--- src/rtl/uart_rx_fc.sv ---
// Parametrised UART receiver: synchronised, majority-voted bit sampling feeding a
// held valid/ready output word with per-word error flags, overrun and break pulses.
module uart_rx_fc #(
   parameter int DATA_BITS   = 8,
   parameter int OVERSAMPLE  = 16,
   parameter int PARITY_EN   = 0,
   parameter int PARITY_ODD  = 0,
   parameter int STOP_BITS   = 1,
   parameter int SYNC_STAGES = 2
) (
   input  logic                 i_clk,
   input  logic                 i_rst_n,
   input  logic                 i_baud_tick,
   input  logic                 i_rx,
   output logic [DATA_BITS-1:0] o_data,
   output logic                 o_data_valid,
   input  logic                 i_data_ready,
   output logic                 o_parity_error,
   output logic                 o_frame_error,
   output logic                 o_overrun,
   output logic                 o_break,
   output logic                 o_busy
);

   localparam int CW = $clog2(OVERSAMPLE);
   localparam logic [CW-1:0] CNT_LAST = CW'(OVERSAMPLE - 1);
   localparam logic [CW-1:0] CNT_S0   = CW'(OVERSAMPLE / 2 - 1);
   localparam logic [CW-1:0] CNT_S1   = CW'(OVERSAMPLE / 2);
   localparam logic [CW-1:0] CNT_EVAL = CW'(OVERSAMPLE / 2 + 1);
   localparam logic [3:0]    DATA_LAST = 4'(DATA_BITS - 1);
   localparam logic [3:0]    STOP_LAST = 4'(STOP_BITS - 1);

   typedef enum logic [2:0] {IDLE, START, DATA, PARITY, STOP, BREAK_WAIT} state_t;

   state_t                 state_q, state_d;
   logic [CW-1:0]          cnt_q, cnt_d;
   logic [3:0]             bit_cnt_q, bit_cnt_d;
   logic [1:0]             samp_q, samp_d;
   logic [DATA_BITS-1:0]   shift_q, shift_d;
   logic                   par_err_q, par_err_d;
   logic                   frm_err_q, frm_err_d;
   logic                   seen_one_q, seen_one_d;
   logic                   done_q, done_d;
   logic                   brk_d;
   logic                   maj;
   logic [SYNC_STAGES-1:0] sync_q;
   logic                   rx_s;

   // NOTE: the synchroniser resets to the idle level so reset release never fakes a start bit.
   always_ff @(posedge i_clk) begin
      if (!i_rst_n) sync_q <= '1;
      else          sync_q <= {sync_q[SYNC_STAGES-2:0], i_rx};
   end

   assign rx_s   = sync_q[SYNC_STAGES-1];
   assign o_busy = (state_q != IDLE);

   // NOTE: every variable gets its default first so no path through the case infers a latch.
   always_comb begin
      state_d    = state_q;
      cnt_d      = cnt_q;
      bit_cnt_d  = bit_cnt_q;
      samp_d     = samp_q;
      shift_d    = shift_q;
      par_err_d  = par_err_q;
      frm_err_d  = frm_err_q;
      seen_one_d = seen_one_q;
      done_d     = 1'b0;
      brk_d      = 1'b0;
      maj        = (samp_q[0] & samp_q[1]) | (samp_q[0] & rx_s) | (samp_q[1] & rx_s);

      if (i_baud_tick) begin
         if (state_q != IDLE && state_q != BREAK_WAIT) begin
            cnt_d = (cnt_q == CNT_LAST) ? '0 : cnt_q + 1'b1;
            if (cnt_q == CNT_S0) samp_d[0] = rx_s;
            if (cnt_q == CNT_S1) samp_d[1] = rx_s;
         end

         unique case (state_q)
            IDLE: begin
               if (!rx_s) begin
                  state_d    = START;
                  cnt_d      = CW'(1);
                  bit_cnt_d  = '0;
                  par_err_d  = 1'b0;
                  frm_err_d  = 1'b0;
                  seen_one_d = 1'b0;
               end
            end
            START: begin
               if (cnt_q == CNT_EVAL && maj) state_d = IDLE;
               else if (cnt_q == CNT_LAST)   state_d = DATA;
            end
            DATA: begin
               if (cnt_q == CNT_EVAL) begin
                  shift_d = {maj, shift_q[DATA_BITS-1:1]};
                  if (maj) seen_one_d = 1'b1;
               end
               if (cnt_q == CNT_LAST) begin
                  if (bit_cnt_q == DATA_LAST) begin
                     bit_cnt_d = '0;
                     state_d   = (PARITY_EN != 0) ? PARITY : STOP;
                  end else begin
                     bit_cnt_d = bit_cnt_q + 4'd1;
                  end
               end
            end
            PARITY: begin
               if (cnt_q == CNT_EVAL) begin
                  par_err_d = maj ^ (^shift_q) ^ (PARITY_ODD != 0);
                  if (maj) seen_one_d = 1'b1;
               end
               if (cnt_q == CNT_LAST) state_d = STOP;
            end
            STOP: begin
               if (cnt_q == CNT_EVAL) begin
                  if (!maj) frm_err_d = 1'b1;
                  // The last stop bit ends half a bit early so a following start edge is caught on time.
                  if (bit_cnt_q == STOP_LAST) begin
                     if (!seen_one_q && !maj) begin
                        state_d = BREAK_WAIT;
                        brk_d   = 1'b1;
                     end else begin
                        state_d = IDLE;
                        done_d  = 1'b1;
                     end
                  end else if (maj) begin
                     seen_one_d = 1'b1;
                  end
               end else if (cnt_q == CNT_LAST) begin
                  bit_cnt_d = bit_cnt_q + 4'd1;
               end
            end
            BREAK_WAIT: begin
               if (rx_s) state_d = IDLE;
            end
            default: state_d = IDLE;
         endcase
      end
   end

   always_ff @(posedge i_clk) begin
      if (!i_rst_n) begin
         state_q    <= IDLE;
         cnt_q      <= '0;
         bit_cnt_q  <= '0;
         samp_q     <= '0;
         shift_q    <= '0;
         par_err_q  <= 1'b0;
         frm_err_q  <= 1'b0;
         seen_one_q <= 1'b0;
         done_q     <= 1'b0;
      end else begin
         state_q    <= state_d;
         cnt_q      <= cnt_d;
         bit_cnt_q  <= bit_cnt_d;
         samp_q     <= samp_d;
         shift_q    <= shift_d;
         par_err_q  <= par_err_d;
         frm_err_q  <= frm_err_d;
         seen_one_q <= seen_one_d;
         done_q     <= done_d;
      end
   end

   // Output word: a completed frame loads only into an empty or simultaneously drained slot.
   always_ff @(posedge i_clk) begin
      if (!i_rst_n) begin
         o_data         <= '0;
         o_data_valid   <= 1'b0;
         o_parity_error <= 1'b0;
         o_frame_error  <= 1'b0;
         o_overrun      <= 1'b0;
         o_break        <= 1'b0;
      end else begin
         o_overrun <= 1'b0;
         o_break   <= brk_d;
         if (o_data_valid && i_data_ready) begin
            o_data_valid   <= 1'b0;
            o_parity_error <= 1'b0;
            o_frame_error  <= 1'b0;
         end
         if (done_q) begin
            if (!o_data_valid || i_data_ready) begin
               o_data         <= shift_q;
               o_data_valid   <= 1'b1;
               o_parity_error <= par_err_q;
               o_frame_error  <= frm_err_q;
            end else begin
               o_overrun <= 1'b1;
            end
         end
      end
   end

endmodule

--- config.mk ---
export PLATFORM = sky130hd
export DESIGN_NAME = uart_rx_fc
export DESIGN_NICKNAME = d
export VERILOG_FILES = /design/src/rtl/uart_rx_fc.sv
export SDC_FILE = /design/constraint.sdc
export NUM_CORES = 1
export LEC_CHECK = 0
export CORE_MARGIN = 4
export CORE_UTILIZATION = 56
export DETAILED_ROUTE_END_ITERATION = 8
export GPL_ROUTABILITY_DRIVEN = 0
export PLACE_DENSITY = 0.77
export SLEW_MARGIN = 40
export SYNTH_ARGS = -nofsm -noshare
export SYNTH_HDL_FRONTEND = slang
export SYNTH_SLANG_ARGS = --single-unit
--- constraint.sdc ---
create_clock -name i_clk -period 2.1 [get_ports i_clk]
set_clock_uncertainty 0.15 [all_clocks]
set_input_delay 0.21 -clock i_clk [delete_from_list [all_inputs] [get_ports i_clk]]
set_output_delay 0.21 -clock i_clk [all_outputs]
set_load 0.005 [all_outputs]
==> impl_metrics.env <==
export IMPL_reg2reg_to="bit_cnt_q[1]$_SDFFE_PN0P_"
export IMPL_power_density_mw_per_mm2=582
export IMPL_whs_ns=0.260
export IMPL_layout_drive_gt1_share_pct=16.1
export IMPL_min_path_cells=2
export IMPL_syn_inst=222
export IMPL_p_leak_nw=0.828
export IMPL_synth_compound_gate_area_share_pct=15.4
export IMPL_crit_fanout=7
export IMPL_synth_top_family_by_area="simple AND/OR/NAND/NOR gates"
export IMPL_muxShareOfSynthArea_pct=5.97
export IMPL_vias=1678
export IMPL_grt_usage_pct=20.8
export IMPL_synth_area_leaders="dfxtp_1, mux2i_1, nor2b_1"
export IMPL_yosysTopAreaCell="dfxtp_1"
export IMPL_synth_edff_count=0
export IMPL_hold_viol=0
export IMPL_clockPowerShare_pct=38.8
export IMPL_wl_per_cell_microns=14.4
export IMPL_syn_cell_area_sq_mm=0.00203
export IMPL_hp_start="i_rx"
export IMPL_grt_pass1_wl_microns=7250
export IMPL_coreArea_sq_mm=0.00342
export IMPL_startpoint_type="flop"
export IMPL_grt_ovfl_total=0
export IMPL_place_inst=285
export IMPL_syn2layout_area_growth_pct=18.4
export IMPL_clk_latency_ns=0.36
export IMPL_synth_adder_area_share_pct=4.12
export IMPL_endpoint_kind="flop"
export IMPL_p_sw_uw=311
export IMPL_cap_violations=0
export IMPL_yosysTopAreaCellShare_pct=39.4
export IMPL_pwr_share_comb_pct=6.4
export IMPL_dr_pass1_iters=4
export IMPL_antenna_cells=0
export IMPL_cts_root_buf="clkbuf_4"
export IMPL_setup_tns_ns=0
export IMPL_ys_seq_area_share_pct=39.4
export IMPL_synth_common_cells="dfxtp_1, nand2_1, nor2b_1"
export IMPL_die_y_microns=68.3
export IMPL_row_count=21
export IMPL_grt_util_met3_pct=4.60
export IMPL_ant_nets=0
export IMPL_drt_iter0_markers=134
export IMPL_start_util_pct=59.6
export IMPL_yosys_warnings=0
export IMPL_htreeDepth=2
export IMPL_final_net_count=258
export IMPL_finalSetupViolations=0
export IMPL_worst_setup_path_type="flop to flop"
export IMPL_port_buffers=18
export IMPL_grtUsageMet1_pct=24.1
export IMPL_avgSynthCellArea_sq_um=9.16
export IMPL_rrSetupSlack_ns=0.11
export IMPL_busiest_layer="met2"
export IMPL_swShare_pct=22.2
export IMPL_fin_crit_ns=1.99
export IMPL_post_route_util_pct=70.5
export IMPL_cts_tree="built"
export IMPL_clk_pin_slew_worst_paths_ns=0.13
export IMPL_p_int_mw=1.09
export IMPL_holdCritPathClass="input port to flop"
export IMPL_holdPathEnd="sync_q[0]$_SDFF_PN1_"
export IMPL_fin_cells=295
export IMPL_slew_viol_final=0
export IMPL_ys_ff_latch=40
export IMPL_synth_most_common_cell="dfxtp_1"
export IMPL_yosysUniqueCellTypes=50
export IMPL_required_ns=2.21
export IMPL_synthXorXnorAreaFrac_pct=4.31
export IMPL_clockBufferDepth=2
export IMPL_vias_per_cell=5.69
export IMPL_synthArstFlopShare_pct=0
export IMPL_slew_headroom_pct=55.7
export IMPL_routed_wl_microns=4230
export IMPL_worstReg2RegStart="cnt_q[0]$_SDFFE_PN0P_"
export IMPL_pwr_share_seq_pct=54.8
export IMPL_dieArea_sq_mm=0.00466
export IMPL_post_route_period_util_pct=95.0
export IMPL_grt_max_degree=24
export IMPL_arrival_ns=2.10
export IMPL_status="finished clean"
export IMPL_fmax_mhz=501
export IMPL_cts_sinks=40
export IMPL_hold_buffers=0
export IMPL_vdd_ir_drop_worst_uv=422
export IMPL_antenna_found_initial=0
export IMPL_ios=19
export IMPL_met2_usage_pct=35.0
export IMPL_yosys_area_share_simple_pct=26.4
export IMPL_yosys_most_used_dff="dfxtp_1"
export IMPL_syn_nets=232
export IMPL_worst_pin_slew_ns=0.658
export IMPL_drc_errors=0
export IMPL_first_global_vias=1661
export IMPL_numCtsBuffers=5
export IMPL_rsz0062_at_grt="no"
export IMPL_reg2reg_depth=7
export IMPL_hpwl_microns=3100
export IMPL_die_w_microns=68.3
==> logic make-up (layout without fill, tap and decap cells) <==
kind of cell               after synthesis  count (layout)
buffers and inverters                   17              44
AOI/OAI and AO/OA                       46              46
adders and majority gates                7               7
xor gates and xnor gates                10              10
muxes                                   12              12
and+or+nand+nor                         90              90
DFF                                     40              40
==> critical path: stages (launching register included) <==
cell and delay, ns:
dfxtp_4 0.39, ha_2 0.23, nand3_4 0.13, maj3_2 0.35, nor3b_4 0.27, buf_4 0.16, nor2_1 0.03, o21a_1 0.17
==> registers in the layout (all words and copies together), names as in the netlist, 2 cells and up <==
register   flops
state_q        3
cnt_q          4
o_data         8
shift_q        8
samp_q         2
sync_q         2
bit_cnt_q      4
==> timing repair <==
action	4_1_cts	5_1_grt
pin swaps	1	1
setup buffers	0	2
resized for setup	2	6
endpoints found under the setup margin	2	7
==> per-layer routing <==
metal | share of wire (%) | routed length [microns]
met3 | 5.4 | 227
met1 | 44 | 1850
met4 | 2.6 | 112
met5 | 0 | 0
met2 | 48 | 2040
==> power by group through the flow <==
stage	clock network, mW	registers (mW)	logic (mW)
after floorplan	0	0.785	0.0554
after global placement	0	0.785	0.0794
after detailed placement	0	0.786	0.0830
after CTS	0.557	0.769	0.0835
after global routing	0.580	0.770	0.0968
final	0.544	0.769	0.0892
==> worst max-delay path by stage <==
stage               slack (ns)                   from                         to
detailed placement        0.01            i_baud_tick  bit_cnt_q[3]$_SDFFE_PN0P_
finish                    0.11  cnt_q[0]$_SDFFE_PN0P_  bit_cnt_q[1]$_SDFFE_PN0P_
global route             0.002  cnt_q[0]$_SDFFE_PN0P_  bit_cnt_q[2]$_SDFFE_PN0P_
CTS                       0.04  cnt_q[1]$_SDFFE_PN0P_  bit_cnt_q[3]$_SDFFE_PN0P_
floorplan                 0.22  cnt_q[0]$_SDFFE_PN0P_  bit_cnt_q[3]$_SDFFE_PN0P_
global placement          0.12            i_baud_tick  bit_cnt_q[3]$_SDFFE_PN0P_
==> layout make-up <==
class,count,area [sq um]
flip-flops and latches,40,807
fillers,255,1010
clock inverters,2,38.8
clock buffers,6,51.3
inverters,6,22.5
multi-input cells,165,1160
repair buffers,30,270
well taps,46,57.6
==> through the flow <==
stage	setup slack, ns	total power, mW	cell area (sq um)
after floorplan	0.221	0.840	2030
after global placement	0.121	0.865	2280
after detailed placement	0.0105	0.869	2280
after CTS	0.0393	1.41	2370
after global routing	0.00188	1.45	2410
final	0.105	1.40	2410
==> layout by cell type, fill, tap and decap left out, types with 3 or more instances in the layout <==
master | Yosys | routed
o21a_1 | 5 | 5
nand2_1 | 21 | 21
inv_1 | 6 | 6
dfxtp_1 | 40 | 37
clkbuf_4 | 0 | 5
xnor2_1 | 8 | 8
nand2b_1 | 4 | 4
mux2i_1 | 11 | 11
a21boi_0 | 12 | 12
or2_2 | 3 | 3
nor2_1 | 7 | 7
nand3_1 | 14 | 14
a21oi_1 | 7 | 6
buf_4 | 1 | 12
o21ai_0 | 7 | 7
a31oi_1 | 4 | 4
ha_1 | 5 | 4
nor2b_1 | 16 | 16
clkdlybuf4s50_1 | 0 | 18
a32oi_1 | 3 | 3
(Power assumes the default switching activity.)
